## src/rtl/qam_symbol_mapper_pkg.sv

```systemverilog
// Shared definitions for the QPSK symbol mapper: symbol width, idle fill, FSM states, PRBS7 constants.
// No logic; combinational constants only.
// Imported by qam_symbol_mapper and sym_fifo.
package qam_symbol_mapper_pkg;

    localparam int          SYM_W        = 2;
    localparam logic [1:0]  IDLE_SYM_DEF = 2'b00;

    // Symbol-strobe FSM states
    typedef enum logic [1:0] {
        ST_IDLE    = 2'd0,
        ST_RUN     = 2'd1,
        ST_STARVED = 2'd2
    } state_e;

    // PRBS7, x^7 + x^6 + 1: feedback taps bits 6 and 5, all-ones seed
    localparam logic [6:0]  PRBS7_SEED   = 7'h7F;
    localparam int          PRBS7_TAP_A  = 6;
    localparam int          PRBS7_TAP_B  = 5;

    // Next PRBS7 output bit for a given register state
    function automatic logic prbs7_fb(input logic [6:0] s);
        return s[PRBS7_TAP_A] ^ s[PRBS7_TAP_B];
    endfunction

endpackage

```

## src/rtl/qam_symbol_mapper_sym_fifo.sv

```systemverilog
// Synchronous show-ahead symbol FIFO, DEPTH entries of W bits.
// Latency: push visible on dout/count the cycle after; dout is the head entry combinationally.
// Backpressure: caller must not push when full nor pop when empty; flags come from the registered count.
module sym_fifo
    import qam_symbol_mapper_pkg::*;
#(
    parameter int DEPTH = 8,
    parameter int W     = SYM_W
) (
    input  logic                     clk,
    input  logic                     rst,
    input  logic                     push,
    input  logic                     pop,
    input  logic [W-1:0]             din,
    output logic [W-1:0]             dout,
    output logic                     full,
    output logic                     empty,
    output logic [$clog2(DEPTH):0]   count
);

    localparam int AW = $clog2(DEPTH);

    logic [W-1:0]  mem_q [DEPTH];
    logic [AW-1:0] wr_ptr_q, rd_ptr_q;
    logic [AW:0]   count_q;

    // Storage array, written on push only; contents need no reset
    always_ff @(posedge clk) begin
        if (push) mem_q[wr_ptr_q] <= din;
    end

    // Pointers wrap naturally at the power-of-two depth; occupancy tracked separately
    always_ff @(posedge clk or posedge rst) begin
        if (rst) begin
            wr_ptr_q <= '0;
            rd_ptr_q <= '0;
            count_q  <= '0;
        end else begin
            if (push) wr_ptr_q <= wr_ptr_q + 1'b1;
            if (pop)  rd_ptr_q <= rd_ptr_q + 1'b1;
            if (push && !pop)      count_q <= count_q + 1'b1;
            else if (pop && !push) count_q <= count_q - 1'b1;
        end
    end

    assign dout  = mem_q[rd_ptr_q];
    assign full  = (count_q == (AW+1)'(DEPTH));
    assign empty = (count_q == '0);
    assign count = count_q;

endmodule

```

## src/rtl/qam_symbol_mapper.sv

```systemverilog
// Pairs a serial bit stream into QPSK {sin,cos} sign symbols, buffers them, presents one per en strobe.
// Latency: outputs update 1 clk after en; fill_level updates 1 clk after push/pop.
// Backpressure: bit_ready drops only for a pair's second bit while the FIFO is full. Option: QAM_MAPPER_PRBS_EN.
module qam_symbol_mapper
    import qam_symbol_mapper_pkg::*;
#(
    parameter int         FIFO_DEPTH = 8,
    parameter logic [1:0] IDLE_SYM   = IDLE_SYM_DEF
) (
    input  logic                        clk,
    input  logic                        rst,
    input  logic                        bit_in,
    input  logic                        bit_valid,
`ifdef QAM_MAPPER_PRBS_EN
    input  logic                        prbs_sel,
`endif
    output logic                        bit_ready,
    input  logic                        en,
    output logic                        elojel_sin,
    output logic                        elojel_cos,
    output logic                        sym_valid,
    output logic                        underflow,
    input  logic                        underflow_clr,
    output logic [$clog2(FIFO_DEPTH):0] fill_level
);

    logic             half_q, half_bit_q;
    logic             full, empty, push, pop;
    logic             src_bit, src_vld, xfer;
    logic [SYM_W-1:0] fifo_dout, sym_q, sym_d;
    logic             vld_q, vld_d, uf_q, uf_d, uf_set;
    state_e           state_q, state_d;

    // A second bit can only land if there is room for the completed symbol
    logic space_ok;
    assign space_ok = !(half_q && full);

`ifdef QAM_MAPPER_PRBS_EN
    logic [6:0] lfsr_q;

    // Internal PRBS7 replaces the external stream while selected
    assign src_vld   = prbs_sel ? 1'b1 : bit_valid;
    assign src_bit   = prbs_sel ? prbs7_fb(lfsr_q) : bit_in;
    assign bit_ready = space_ok && !prbs_sel;

    // LFSR advances only when its bit is actually consumed
    always_ff @(posedge clk or posedge rst) begin
        if (rst)                 lfsr_q <= PRBS7_SEED;
        else if (prbs_sel && xfer) lfsr_q <= {lfsr_q[5:0], prbs7_fb(lfsr_q)};
    end
`else
    assign src_vld   = bit_valid;
    assign src_bit   = bit_in;
    assign bit_ready = space_ok;
`endif

    assign xfer = src_vld && space_ok;
    assign push = xfer && half_q;
    assign pop  = en && !empty;

    // Pair tracking: first bit parks in the half register as the sin sign
    always_ff @(posedge clk or posedge rst) begin
        if (rst) begin
            half_q     <= 1'b0;
            half_bit_q <= 1'b0;
        end else if (xfer) begin
            half_q <= !half_q;
            if (!half_q) half_bit_q <= src_bit;
        end
    end

    sym_fifo #(
        .DEPTH (FIFO_DEPTH),
        .W     (SYM_W)
    ) u_fifo (
        .clk   (clk),
        .rst   (rst),
        .push  (push),
        .pop   (pop),
        .din   ({half_bit_q, src_bit}),
        .dout  (fifo_dout),
        .full  (full),
        .empty (empty),
        .count (fill_level)
    );

    // Strobe FSM: choose the next presented symbol and detect RUN->STARVED
    always_comb begin
        state_d = state_q;
        sym_d   = sym_q;
        vld_d   = vld_q;
        uf_set  = 1'b0;
        if (en) begin
            if (!empty) begin
                sym_d   = fifo_dout;
                vld_d   = 1'b1;
                state_d = ST_RUN;
            end else begin
                sym_d = IDLE_SYM;
                vld_d = 1'b0;
                case (state_q)
                    ST_RUN: begin
                        state_d = ST_STARVED;
                        uf_set  = 1'b1;
                    end
                    ST_STARVED: state_d = ST_STARVED;
                    default:    state_d = ST_IDLE;
                endcase
            end
        end
        uf_d = uf_set || (uf_q && !underflow_clr);
    end

    // State and output registers, held between strobes
    always_ff @(posedge clk or posedge rst) begin
        if (rst) begin
            state_q <= ST_IDLE;
            sym_q   <= IDLE_SYM;
            vld_q   <= 1'b0;
            uf_q    <= 1'b0;
        end else begin
            state_q <= state_d;
            sym_q   <= sym_d;
            vld_q   <= vld_d;
            uf_q    <= uf_d;
        end
    end

    assign elojel_sin = sym_q[1];
    assign elojel_cos = sym_q[0];
    assign sym_valid  = vld_q;
    assign underflow  = uf_q;

endmodule
```

## config.mk

```make
export PLATFORM = sky130hd
export DESIGN_NAME = qam_symbol_mapper
export DESIGN_NICKNAME = d
export VERILOG_FILES = /design/src/rtl/qam_symbol_mapper_pkg.sv /design/src/rtl/qam_symbol_mapper_sym_fifo.sv /design/src/rtl/qam_symbol_mapper.sv
export SDC_FILE = /design/constraint.sdc
export NUM_CORES = 1
export LEC_CHECK = 0
export ABC_CLOCK_PERIOD_IN_PS = 4500
export CAP_MARGIN = 30
export CORE_MARGIN = 5
export CORE_UTILIZATION = 40
export DETAILED_ROUTE_END_ITERATION = 6
export GPL_TIMING_DRIVEN = 0
export PLACE_DENSITY = 0.65
export SETUP_SLACK_MARGIN = 0.15
export SYNTH_ARGS = -nofsm -noshare
export SYNTH_HDL_FRONTEND = slang
export SYNTH_SLANG_ARGS = --single-unit
```

## constraint.sdc

```tcl
create_clock -name clk -period 4.5 [get_ports clk]
set_clock_uncertainty 0.2 [all_clocks]
set_input_delay 1.35 -clock clk [delete_from_list [all_inputs] [get_ports clk]]
set_output_delay 1.35 -clock clk [all_outputs]
set_load 0.01 [all_outputs]
```

==> summary.txt <==
YOSYS
--------------------------------------------------------------------------------
Average cell area after synthesis                                      12.5 um^2
Yosys Warn Count                                                               0
Count of unique library cells instantiated by Yosys                           27
Commonest register cell after synthesis                                  dfrtp_1
Post-synthesis instance total                                                120
Ys async rst share                                                         0.515
Net count after synthesis                                                    133
Part of the Yosys area used for sequential elements                        0.605
Number of synthesized register bits                                           33
Synthesized area                                                    0.00150 mm^2
Number of flops mapped to enable cells by yosys                               16

POWER
--------------------------------------------------------------------------------
Ratio of total power to cell area                                    647 mW/mm^2
Worst IR drop on VDD                                                      216 uV
Lkg Pwr                                                                 0.698 nW
Sum of internal, switching and leakage power                             1.15 mW

GRT
--------------------------------------------------------------------------------
Number of antenna violations at the first check in global routing              0
Wire length of the first global-routing pass                             4080 um
Total overflow reported by the global router                                   0
GRT Total Usage                                                            0.109
Via count of the first global-routing pass                                   927
Largest net degree at the start of global routing                             18

PLACE
--------------------------------------------------------------------------------
Worst slack after detailed placement                                   0.0844 ns
Count of input and output buffers                                             14
Detail Placement HPWL                                                    1910 um
Last weighted congestion value of the routability-driven placer            0.796

CLOCK NETWORK
--------------------------------------------------------------------------------
Number of H-tree levels                                                        2
Number of buffers inserted by hold repair at cts                               0
Buffer levels on the longest clock path                                        2
TritonCTS buffer count                                                         5
Root Buffer Master                                                      clkbuf_8
Clock transition at the registers of the reported paths                  0.06 ns
Cells resized by post-CTS repair                                               0
Clock tree sinks                                                              33
TritonCTS clock tree                                                         yes
Post-CTS setup-driven buffer insertion count                                   0
Clock latency at the later pin of the worst-skew pair                    0.28 ns

CRITICAL PATH
--------------------------------------------------------------------------------
Setup CP Type                                                       input port to flop
Worst path required time                                                 4.46 ns
Capturing instance or port of the critical path                     u_fifo.count[3]
R2r startpoint                                                      u_fifo.count[0]
Startpoint type of the worst setup path                               input port
R2R setup slack                                                          1.16 ns
Worst setup path startpoint                                                   en
Crit. End Element                                                           flop
Arr. time, crit path                                                     4.11 ns
R2R cell count                                                                10
Biggest fanout along the worst timing path                                     7
Reg-to-Reg End                                                      u_fifo.count[3]

STA
--------------------------------------------------------------------------------
Setup TNS after final layout                                                0 ns
Unrepaired setup endpoints after global routing                               no
Achievable Freq                                                          241 MHz
Final setup viols                                                              0
Number of hold violations in the final report                                  0
Shortest period the worst path allows                                    4.15 ns
Hold WS                                                                 0.322 ns
Number of pins with negative max-slew slack in the final report                0
Worst setup margin                                                      0.351 ns
Worst slew margin relative to its limit                                    0.568
Tightest Pin Transition                                                 0.647 ns
Post-route clock period utilization                                        0.922

DETAILED ROUTING
--------------------------------------------------------------------------------
Number of vias in the routed layout                                          953
Routed Antenna Nets                                                            0
Routed wirelength normalized by instance count                           13.3 um
DR iter-0 viols                                                               24
Drt via density                                                             5.02
DRC viols                                                                      0
Post-Route WL                                                            2530 um
Count of TritonRoute iterations in the first routing pass                      4

LAYOUT
--------------------------------------------------------------------------------
Top library cells by usage in the layout, fill and taps aside       dfrtp_1 (17), edfxtp_1 (16), clkdlybuf4s50_1 (14)
Most common library cell in the layout ignoring fill and taps            dfrtp_1
Nets                                                                         154
Fillers                                                                      340
Proportion of layout cells with a drive suffix above 1                    0.0915
Number of antenna cells inserted                                               0
P&R area growth vs syn                                                     18.9%

FLOORPLAN
--------------------------------------------------------------------------------
Row count                                                                     22
Area enclosed by the die boundary                                   0.00506 mm^2
Die span in y                                                            71.2 um
Core region area                                                    0.00363 mm^2
Num ports                                                                     15
Initial core utilization                                                   0.412
Die X-Extent                                                             71.2 um

RUN
--------------------------------------------------------------------------------
Maximum Capacitance Violations                                                 0

RUN STATUS
--------------------------------------------------------------------------------
Outcome                                                                completed

WORST HOLD PATH
--------------------------------------------------------------------------------
Worst Hold Class                                                    flop to flop

-- synth_stat cells (all sizes together), types with 4 or more instances --
library cell / number / share of area
dfrtp: 17 / 0.28
edfxtp: 16 / 0.32
nand2: 13 / 0.033
inv: 9 / 0.023
nor2: 7 / 0.018
ha: 6 / 0.050
nor3: 6 / 0.020
xnor2: 6 / 0.035
o21ai: 5 / 0.017
mux2i: 4 / 0.027
nand2b: 4 / 0.017
nand3: 4 / 0.013
-- metrics by stage --
stage,instance area [um^2],std cells,utilization
finish,1780,190,0.490
global placement,1700,182,0.467
floorplan,1500,120,-
detailed placement,1700,182,0.467
CTS,1780,190,0.490
global route,1780,190,0.490
-- worst min path at each step --
stage | slack (ns) | start | to | cells after the start
2_1_floorplan | 0.31 | u_fifo.rd_ptr_q[2] | u_fifo.rd_ptr_q[2] | 1
3_3_place_gp | 0.31 | sym_q[0] | sym_q[0] | 2
3_5_place_dp | 0.31 | sym_q[0] | sym_q[0] | 2
4_1_cts | 0.33 | sym_q[0] | sym_q[0] | 2
5_1_grt | 0.35 | sym_q[0] | sym_q[0] | 2
6_report | 0.32 | sym_q[0] | sym_q[0] | 2
-- worst max-delay path, cell delays in order --
cell and delay [ns]:
clkdlybuf4s50_1 0.57, nor2b_1 0.34, inv_1 0.19, ha_1 0.26, inv_1 0.17, ha_1 0.26, a21o_1 0.21, a2111oi_2 0.35
a31oi_1 0.08, a221o_1 0.33
-- metal layers --
| metal | up-vias | global-route usage | wire length, um |
|---|---|---|---|
| met3 | 6 | 0.0511 | 120 |
| li1 | 467 | - | - |
| met4 | 0 | 0.0710 | 76 |
| met5 | - | 0 | 0 |
| met2 | 20 | 0.172 | 1280 |
| met1 | 460 | 0.115 | 1060 |
-- power breakdown --
group	leakage, nW	internal [mW]	switching (mW)
Combinational	0.303	0.227	0.202
Clock	0.0450	0.107	0.101
Sequential	0.349	0.414	0.0989
Total	0.698	0.748	0.403
-- flip-flops by register name (all words and copies together) (netlist names) --
name	count
u_fifo.rd_ptr_q	3
u_fifo.wr_ptr_q	3
half_bit_q	1
u_fifo.mem_q	16
half_q	1
state_q	2
underflow	1
sym_q	2
u_fifo.count	4
-- cell families after synthesis --
logic type,count (synthesis),synth area share
adders and majority gates,7,0.0635
muxes,8,0.0719
and+or+nand+nor,40,0.125
buffers and inverters,11,0.0284
DFF,33,0.605
xor gates and xnor gates,6,0.0351
AOI/OAI and AO/OA,15,0.0702
-- area by class of cell --
type | instances | area, um^2 | area share
Timing Repair Buffer | 14 | 140 | 0.0788
Clock buffer | 6 | 72.6 | 0.0408
Tap cell | 48 | 60.1 | 0.0338
Buffer | 2 | 8.76 | 0.00492
Clock inverter | 2 | 10.0 | 0.00563
Inverter | 9 | 33.8 | 0.0190
Sequential cell | 33 | 906 | 0.509
Multi-Input combinational cell | 76 | 548 | 0.308
(Power assumes the default switching activity.)
